==> src/rtl/cam_axi_writer_if.sv <==
// Camera FIFO read port plus AXI4 write channels (AW/W/B) of cam_axi_writer.
// master = the writer; slave = the FIFO / memory side.
interface cam_axi_writer_if #(
  parameter int ADDR_W = 32
);
  logic              hasdata;
  logic              fiford;
  logic              fifovalid;
  logic [47:0]       readdata;

  logic [ADDR_W-1:0] awaddr;
  logic [7:0]        awlen;
  logic [2:0]        awsize;
  logic [1:0]        awburst;
  logic [3:0]        awcache;
  logic              awvalid;
  logic              awready;

  logic [63:0]       wdata;
  logic [7:0]        wstrb;
  logic              wlast;
  logic              wvalid;
  logic              wready;

  logic [1:0]        bresp;
  logic              bvalid;
  logic              bready;

  modport master (
    input  hasdata, fifovalid, readdata, awready, wready, bresp, bvalid,
    output fiford, awaddr, awlen, awsize, awburst, awcache, awvalid,
           wdata, wstrb, wlast, wvalid, bready
  );

  modport slave (
    output hasdata, fifovalid, readdata, awready, wready, bresp, bvalid,
    input  fiford, awaddr, awlen, awsize, awburst, awcache, awvalid,
           wdata, wstrb, wlast, wvalid, bready
  );
endinterface

==> src/rtl/cam_axi_writer.sv <==
// Drains the camera FIFO in whole 8-word bursts and writes them to DRAM as AXI4 INCR bursts.
// Per burst: 8 fetch + 1 read latency + AW + 8 W + B cycles minimum; every VALID holds until its READY.
module cam_axi_writer #(
  parameter int ADDR_W    = 32,
  parameter int BURST_LEN = 8,
  parameter int CNT_W     = 16
) (
  input  logic              aclk,
  input  logic              arst,
  input  logic              enable,
  input  logic              frame_start,
  input  logic [ADDR_W-1:0] frame_base,
  input  logic [CNT_W-1:0]  frame_bursts,
  output logic              busy,
  output logic              frame_done,
  output logic              wr_err,
  cam_axi_writer_if.master  bus
);
  localparam int                PTR_W       = $clog2(BURST_LEN);
  localparam logic [PTR_W-1:0]  PTR_LAST    = PTR_W'(BURST_LEN - 1);
  localparam logic [PTR_W-1:0]  PTR_PENULT  = PTR_W'(BURST_LEN - 2);
  localparam logic [ADDR_W-1:0] BURST_BYTES = ADDR_W'(BURST_LEN * 8);
  localparam logic [ADDR_W-1:0] ALIGN_MASK  = ~(ADDR_W'(BURST_LEN * 8 - 1));

  typedef enum logic [2:0] {IDLE, FETCH, ADDR, DATA, RESP} state_t;

  state_t            state;
  logic [ADDR_W-1:0] addr;
  logic [CNT_W-1:0]  bursts_left;
  logic [PTR_W-1:0]  rd_cnt;
  logic [PTR_W-1:0]  wr_ptr;
  logic [PTR_W-1:0]  rd_ptr;
  logic [63:0]       buf_mem [BURST_LEN];
  logic              fiford_r, awvalid_r, wvalid_r, wlast_r, bready_r;
  logic              pend_vld;
  logic [ADDR_W-1:0] pend_base;
  logic [CNT_W-1:0]  pend_cnt;

  // A start arriving on the same cycle as the B handshake must still take effect.
  logic              nxt_pend;
  logic [ADDR_W-1:0] nxt_base;
  logic [CNT_W-1:0]  nxt_cnt;

  always_comb begin
    nxt_pend = frame_start | pend_vld;
    nxt_base = frame_start ? frame_base : pend_base;
    nxt_cnt  = frame_start ? frame_bursts : pend_cnt;
  end

  always_ff @(posedge aclk or posedge arst) begin
    if (arst) begin
      state       <= IDLE;
      addr        <= '0;
      bursts_left <= '0;
      rd_cnt      <= '0;
      wr_ptr      <= '0;
      rd_ptr      <= '0;
      fiford_r    <= 1'b0;
      awvalid_r   <= 1'b0;
      wvalid_r    <= 1'b0;
      wlast_r     <= 1'b0;
      bready_r    <= 1'b0;
      busy        <= 1'b0;
      frame_done  <= 1'b0;
      wr_err      <= 1'b0;
      pend_vld    <= 1'b0;
      pend_base   <= '0;
      pend_cnt    <= '0;
      for (int i = 0; i < BURST_LEN; i++) buf_mem[i] <= '0;
    end else begin
      frame_done <= 1'b0;
      if (state != IDLE && frame_start) begin
        pend_vld  <= 1'b1;
        pend_base <= frame_base;
        pend_cnt  <= frame_bursts;
      end
      case (state)
        IDLE: begin
          if (frame_start) begin
            pend_vld <= 1'b0;
            if (enable) begin
              wr_err      <= 1'b0;
              addr        <= frame_base & ALIGN_MASK;
              bursts_left <= frame_bursts;
              busy        <= (frame_bursts != '0);
              frame_done  <= (frame_bursts == '0);
            end
          end else if (busy && enable && bus.hasdata) begin
            state    <= FETCH;
            fiford_r <= 1'b1;
            rd_cnt   <= '0;
            wr_ptr   <= '0;
          end
        end
        FETCH: begin
          if (fiford_r) begin
            rd_cnt <= rd_cnt + 1'b1;
            if (rd_cnt == PTR_LAST) fiford_r <= 1'b0;
          end
          if (bus.fifovalid) begin
            buf_mem[wr_ptr] <= {8'h00, bus.readdata[47:24], 8'h00, bus.readdata[23:0]};
            wr_ptr          <= wr_ptr + 1'b1;
            if (wr_ptr == PTR_LAST) begin
              state     <= ADDR;
              awvalid_r <= 1'b1;
            end
          end
        end
        ADDR: begin
          if (bus.awready) begin
            awvalid_r <= 1'b0;
            wvalid_r  <= 1'b1;
            wlast_r   <= 1'b0;
            rd_ptr    <= '0;
            state     <= DATA;
          end
        end
        DATA: begin
          if (bus.wready) begin
            rd_ptr  <= rd_ptr + 1'b1;
            wlast_r <= (rd_ptr == PTR_PENULT);
            if (rd_ptr == PTR_LAST) begin
              wvalid_r <= 1'b0;
              wlast_r  <= 1'b0;
              bready_r <= 1'b1;
              state    <= RESP;
            end
          end
        end
        RESP: begin
          if (bus.bvalid) begin
            bready_r <= 1'b0;
            state    <= IDLE;
            if (nxt_pend) begin
              // The running frame is dropped silently in favour of the queued one.
              pend_vld    <= 1'b0;
              wr_err      <= 1'b0;
              addr        <= nxt_base & ALIGN_MASK;
              bursts_left <= nxt_cnt;
              busy        <= (nxt_cnt != '0);
              frame_done  <= (nxt_cnt == '0);
            end else begin
              wr_err      <= wr_err | (bus.bresp != 2'b00);
              addr        <= addr + BURST_BYTES;
              bursts_left <= bursts_left - 1'b1;
              if (bursts_left == CNT_W'(1)) begin
                busy       <= 1'b0;
                frame_done <= 1'b1;
              end
            end
          end
        end
        default: state <= IDLE;
      endcase
    end
  end

  assign bus.fiford  = fiford_r;
  assign bus.awaddr  = addr;
  assign bus.awlen   = 8'(BURST_LEN - 1);
  assign bus.awsize  = 3'b011;
  assign bus.awburst = 2'b01;
  assign bus.awcache = 4'b0011;
  assign bus.awvalid = awvalid_r;
  assign bus.wdata   = buf_mem[rd_ptr];
  assign bus.wstrb   = 8'hFF;
  assign bus.wlast   = wlast_r;
  assign bus.wvalid  = wvalid_r;
  assign bus.bready  = bready_r;
endmodule

==> src/flat_wrapper.sv <==
// flat-port wrapper written by rule: the top's interface ports become plain ports
module cam_axi_writer_flat 
#(
  parameter int ADDR_W    = 32,
  parameter int BURST_LEN = 8,
  parameter int CNT_W     = 16
)
  (aclk, arst, enable, frame_start, frame_base, frame_bursts, busy, frame_done, wr_err, bus_hasdata, bus_fifovalid, bus_readdata, bus_awready, bus_wready, bus_bresp, bus_bvalid, bus_fiford, bus_awaddr, bus_awlen, bus_awsize, bus_awburst, bus_awcache, bus_awvalid, bus_wdata, bus_wstrb, bus_wlast, bus_wvalid, bus_bready);
  cam_axi_writer_if #(.ADDR_W(ADDR_W)) bus_i ();
  input  logic aclk;
  input  logic arst;
  input  logic enable;
  input  logic frame_start;
  input  logic [ADDR_W-1:0] frame_base;
  input  logic [CNT_W-1:0] frame_bursts;
  output logic busy;
  output logic frame_done;
  output logic wr_err;
  input wire logic [$bits(bus_i.hasdata)-1:0] bus_hasdata;
  input wire logic [$bits(bus_i.fifovalid)-1:0] bus_fifovalid;
  input wire logic [$bits(bus_i.readdata)-1:0] bus_readdata;
  input wire logic [$bits(bus_i.awready)-1:0] bus_awready;
  input wire logic [$bits(bus_i.wready)-1:0] bus_wready;
  input wire logic [$bits(bus_i.bresp)-1:0] bus_bresp;
  input wire logic [$bits(bus_i.bvalid)-1:0] bus_bvalid;
  output wire logic [$bits(bus_i.fiford)-1:0] bus_fiford;
  output wire logic [$bits(bus_i.awaddr)-1:0] bus_awaddr;
  output wire logic [$bits(bus_i.awlen)-1:0] bus_awlen;
  output wire logic [$bits(bus_i.awsize)-1:0] bus_awsize;
  output wire logic [$bits(bus_i.awburst)-1:0] bus_awburst;
  output wire logic [$bits(bus_i.awcache)-1:0] bus_awcache;
  output wire logic [$bits(bus_i.awvalid)-1:0] bus_awvalid;
  output wire logic [$bits(bus_i.wdata)-1:0] bus_wdata;
  output wire logic [$bits(bus_i.wstrb)-1:0] bus_wstrb;
  output wire logic [$bits(bus_i.wlast)-1:0] bus_wlast;
  output wire logic [$bits(bus_i.wvalid)-1:0] bus_wvalid;
  output wire logic [$bits(bus_i.bready)-1:0] bus_bready;
  assign bus_i.hasdata = bus_hasdata;
  assign bus_i.fifovalid = bus_fifovalid;
  assign bus_i.readdata = bus_readdata;
  assign bus_i.awready = bus_awready;
  assign bus_i.wready = bus_wready;
  assign bus_i.bresp = bus_bresp;
  assign bus_i.bvalid = bus_bvalid;
  assign bus_fiford = bus_i.fiford;
  assign bus_awaddr = bus_i.awaddr;
  assign bus_awlen = bus_i.awlen;
  assign bus_awsize = bus_i.awsize;
  assign bus_awburst = bus_i.awburst;
  assign bus_awcache = bus_i.awcache;
  assign bus_awvalid = bus_i.awvalid;
  assign bus_wdata = bus_i.wdata;
  assign bus_wstrb = bus_i.wstrb;
  assign bus_wlast = bus_i.wlast;
  assign bus_wvalid = bus_i.wvalid;
  assign bus_bready = bus_i.bready;
  cam_axi_writer #(.ADDR_W(ADDR_W), .BURST_LEN(BURST_LEN), .CNT_W(CNT_W)) u_core (.aclk(aclk), .arst(arst), .enable(enable), .frame_start(frame_start), .frame_base(frame_base), .frame_bursts(frame_bursts), .busy(busy), .frame_done(frame_done), .wr_err(wr_err), .bus(bus_i));
endmodule
==> config.mk <==
export PLATFORM = sky130hd
export DESIGN_NAME = cam_axi_writer_flat
export DESIGN_NICKNAME = d
export VERILOG_FILES = /design/src/rtl/cam_axi_writer_if.sv /design/src/rtl/cam_axi_writer.sv /design/src/flat_wrapper.sv
export SDC_FILE = /design/constraint.sdc
export NUM_CORES = 1
export LEC_CHECK = 0
export BUFFER_PORTS_ARGS = -buffer_cell sky130_fd_sc_hd__clkbuf_2
export CAP_MARGIN = 20
export CORE_ASPECT_RATIO = 1.4
export CORE_UTILIZATION = 43
export DETAILED_ROUTE_END_ITERATION = 16
export GPL_TIMING_DRIVEN = 0
export PLACE_DENSITY_LB_ADDON = 0.08
export SLEW_MARGIN = 20
export SYNTH_ARGS = -nofsm -noshare
export SYNTH_HDL_FRONTEND = slang
export SYNTH_SLANG_ARGS = --single-unit
==> constraint.sdc <==
create_clock -name aclk -period 15.7 [get_ports aclk]
set_clock_uncertainty 0.2 [all_clocks]
set_input_delay 0 -clock aclk [delete_from_list [all_inputs] [get_ports aclk]]
set_output_delay 0 -clock aclk [all_outputs]
set_load 0.02 [all_outputs]
==> results.md <==
| Parameter | Value |
|---|---|
| Proportion of synthesized chip area in sequential cells | 0.522 |
| Wire length of the first global-routing pass | 97100 um |
| Pre-antenna DRT Iters | 5 |
| Initial antenna violation count | 1 |
| Clock H-tree levels | 2 |
| Fraction of power consumed by the clock network | 0.209 |
| Critical Path Fanout Max | 10 |
| Min-Delay Path Depth | 4 |
| Total global-route track usage | 0.231 |
| Final setup vio count | 0 |
| CP startpoint kind | flip-flop |
| Layout cell share with drive strength beyond 1 | 0.438 |
| Synthesized area per cell | 13.8 um^2 |
| Final weighted congestion in routability-driven placement | 0.844 |
| Routed WL per cell | 21.8 um |
| MaxCap Viol Count | 0 |
| Area share of the leading cell type in the synthesized netlist | 0.522 |
| Most instantiated flip-flop cell in the synthesis netlist | sky130_fd_sc_hd__dfrtp_1 |
| Peak supply drop | 119 uV |
| Number of top-level design ports | 236 |
| Share of synthesized flip-flops with an asynchronous set or reset | 1.00 |
| Rel. slew slack | 0.295 |
| Global route total overflow | 0 |
| Library cell with the largest summed area after synthesis | sky130_fd_sc_hd__dfrtp_1 |
| Relative contribution of sequential cells to total power | 0.382 |
| Avg Vias per Cell | 5.42 |
| Final Slew Violations | 0 |
| Power density over the cells | 201 nW/um^2 |
| Static Leak | 12.5 nW |
| Final worst slack | 11760 ps |
| Result of the run | completed |
| Master cell of the clock root buffer | sky130_fd_sc_hd__clkbuf_16 |
| Int Pwr | 3.76 mW |
| Core region area | 53600 um^2 |
| Part of the cycle the worst path needs | 0.251 |
| Starting density of the core | 0.438 |
| Total instance count after detailed placement | 2637 |
| Most used standard cells in the synthesized netlist | 489 x sky130_fd_sc_hd__dfrtp_1, 463 x sky130_fd_sc_hd__mux2_2, 96 x sky130_fd_sc_hd__mux4_2, 75 x sky130_fd_sc_hd__nand2_1, 62 x sky130_fd_sc_hd__o21ai_0 |
| Reg2Reg Launch Point | u_core.state[1] |
| Setup slack, reg-to-reg | 12700 ps |
| Least-Margin Pin Slew | 1060 ps |
| Number of endpoints with negative hold slack in the final report | 0 |
| Most instantiated library cell after synthesis | sky130_fd_sc_hd__dfrtp_1 |
| Worst Setup Path Type | reg2out |
| Clock tree from TritonCTS | yes |
| Part of the total power dissipated in combinational logic | 0.409 |
| Clock sink count | 489 |
| Type of the most critical hold path | in2reg |
| Number of non-filler instances in the completed layout | 2845 |
| Cell area after synthesis | 23400 um^2 |
| Layout area overhead | 21.0% |
| Cell depth of the worst flop-to-flop path | 7 |
| Post-detailed-placement cell area | 25500 um^2 |
| Net count reported at finish | 2212 |
| Syn. warnings | 0 |
| Arrival time at the worst endpoint | 3740 ps |
| Minimum clock period | 3940 ps |
| Area of all placed cells without fillers | 28400 um^2 |
| Std cell rows | 100 |
| Worst slack at placement | 12280 ps |
| Fraction of power spent switching nets | 0.342 |
| Post-route total power | 5.71 mW |
| # port buffers | 181 |
| RSZ-0062 raised after global routing | false |
| Count of cell types in the netlist | 70 |
| Full die area | 55500 um^2 |
| Half-perimeter wire length of the detailed placement result | 41300 um |
| Vias in the first global route | 16500 |
| Antenna violation net count after detailed routing | 0 |
| RR Endpoint | u_core.buf_mem[392] |
| Bufs on Longest Clock Path | 3 |
| Flip-flop and latch count after synthesis | 489 |
| Resize count post-CTS | 0 |
| Highest Clock Rate | 0.254 GHz |
| Post-detailed-routing wire length | 62000 um |
| Origin of the worst setup path | u_core.rd_ptr[1] |
| Die Width | 199 um |
| Worst Hold Slack | 33.1 ps |
| EDFF count, synth | 0 |
| Switch Pwr | 1.95 mW |
| Count of vias placed by the detailed router | 15400 |
| Die extent in y | 278 um |
| Cell types occupying the most area after synthesis | sky130_fd_sc_hd__dfrtp_1 52%, sky130_fd_sc_hd__mux2_2 22%, sky130_fd_sc_hd__mux4_2 9.2% |
| CTS buffer count | 50 |
| Clock network latency to the later pin of the worst-skew pair | 580 ps |
| Clock slew at the register clock pins of the worst setup and hold paths | 60 ps |
| Category of the worst setup path capture point | primary output |
| DRC marker count from the first detailed-route iteration | 765 |
| Endpoint required time on the critical path | 15500 ps |
| Worst Min Path Start | frame_base[18] |
| Synthesized instance count | 1693 |
| Maximum number of pins on one net before global-route repair | 110 |
| DRC violations left | 0 |
| Worst Hold End | u_core.bus.awaddr[18] |
-- what timing repair did --
item,4_1_cts,5_1_grt
endpoints found under the hold margin,674,0
hold buffers,120,0
buffers inserted,0,0
-- through the flow --
| step | util | TNS (ps) |
|---|---|---|
| after floorplan | - | 0 |
| after global placement | 0.474 | -1701780 |
| after detailed placement | 0.477 | 0 |
| after CTS | 0.530 | 0 |
| after global routing | 0.530 | 0 |
| final | 0.530 | 0 |
-- routing by layer --
metal  routed length, um  track usage
met3                2580       0.0347
met1               25900        0.291
met4                1630       0.0661
met5                   0            0
met2               31900        0.407
-- flip-flops by register name, summed over array words and instances (netlist names) --
name	cells
u_core.bus.awvalid	1
u_core.frame_done	1
u_core.bursts_left	16
u_core.bus.wlast	1
u_core.wr_err	1
u_core.pend_vld	1
u_core.bus.fiford	1
u_core.pend_base	26
u_core.state	3
u_core.rd_ptr	3
u_core.wr_ptr	3
u_core.busy	1
u_core.pend_cnt	16
u_core.bus.wvalid	1
u_core.buf_mem	384
u_core.rd_cnt	3
u_core.bus.awaddr	26
u_core.bus.bready	1
-- worst max path at each step --
stage                         end  slack, ps  depth (start not counted)
2_1_floorplan   u_core.buf_mem[0]       1850                          1
4_1_cts             bus_wdata[36]      11650                          6
3_5_place_dp        bus_wdata[36]      12280                          6
3_3_place_gp   u_core.buf_mem[79]      -3560                          2
6_report            bus_wdata[47]      11760                          6
5_1_grt             bus_wdata[36]      11570                          6
-- cells by family (layout without fill, tap and decap cells) --
family	Yosys count	after routing	share of synthesized area
buf+inv	175	567	0.0393
xor+xnor	18	18	0.00673
flops	489	489	0.522
simple gates	239	239	0.0530
other cells	2	48	0.000320
mux	583	583	0.326
compound gates	177	177	0.0477
fa+ha+maj	10	10	0.00534
-- area by class of cell --
class                      instances  area (um^2)
antenna                            1         2.50
sequential                       489        12200
fill                            4727        25200
clock inverter                     7         88.8
inverter                          16         67.6
clock buffer                      80         1540
timing repair buffer             305         2220
buffer                           159          863
multi-input combinational       1074        10500
tap                              714          893
-- critical path, cell delays in order (launching register included) --
cell,delay (ps)
sky130_fd_sc_hd__dfrtp_1,380
sky130_fd_sc_hd__clkbuf_1,480
sky130_fd_sc_hd__clkbuf_1,700
sky130_fd_sc_hd__buf_1,700
sky130_fd_sc_hd__mux4_2,420
sky130_fd_sc_hd__mux2_2,310
sky130_fd_sc_hd__clkbuf_2,170
-- power by group through the flow --
stage	clock, mW	combinational (mW)	sequential, mW
floorplan	0	1.70	2.14
global placement	0	2.29	2.18
detailed placement	0	2.34	2.20
CTS	1.23	2.38	2.18
global route	1.28	2.53	2.26
finish	1.20	2.33	2.18
-- layout by cell type, fill, tap and decap left out, drive strengths merged, types with 10 or more instances in the layout --
cell type / instances
clkbuf: 318
or4: 11
nor2: 39
a21oi: 38
mux2i: 13
dlygate4sd3: 120
mux2: 474
a22o: 10
xor2: 11
dfrtp: 489
inv: 17
nand3: 28
ha: 10
buf: 106
o21ai: 64
conb: 47
and3: 11
nor3: 17
a31oi: 15
nor4: 11
mux4: 96
nand2: 75
Power figures use the tool's default switching activity.
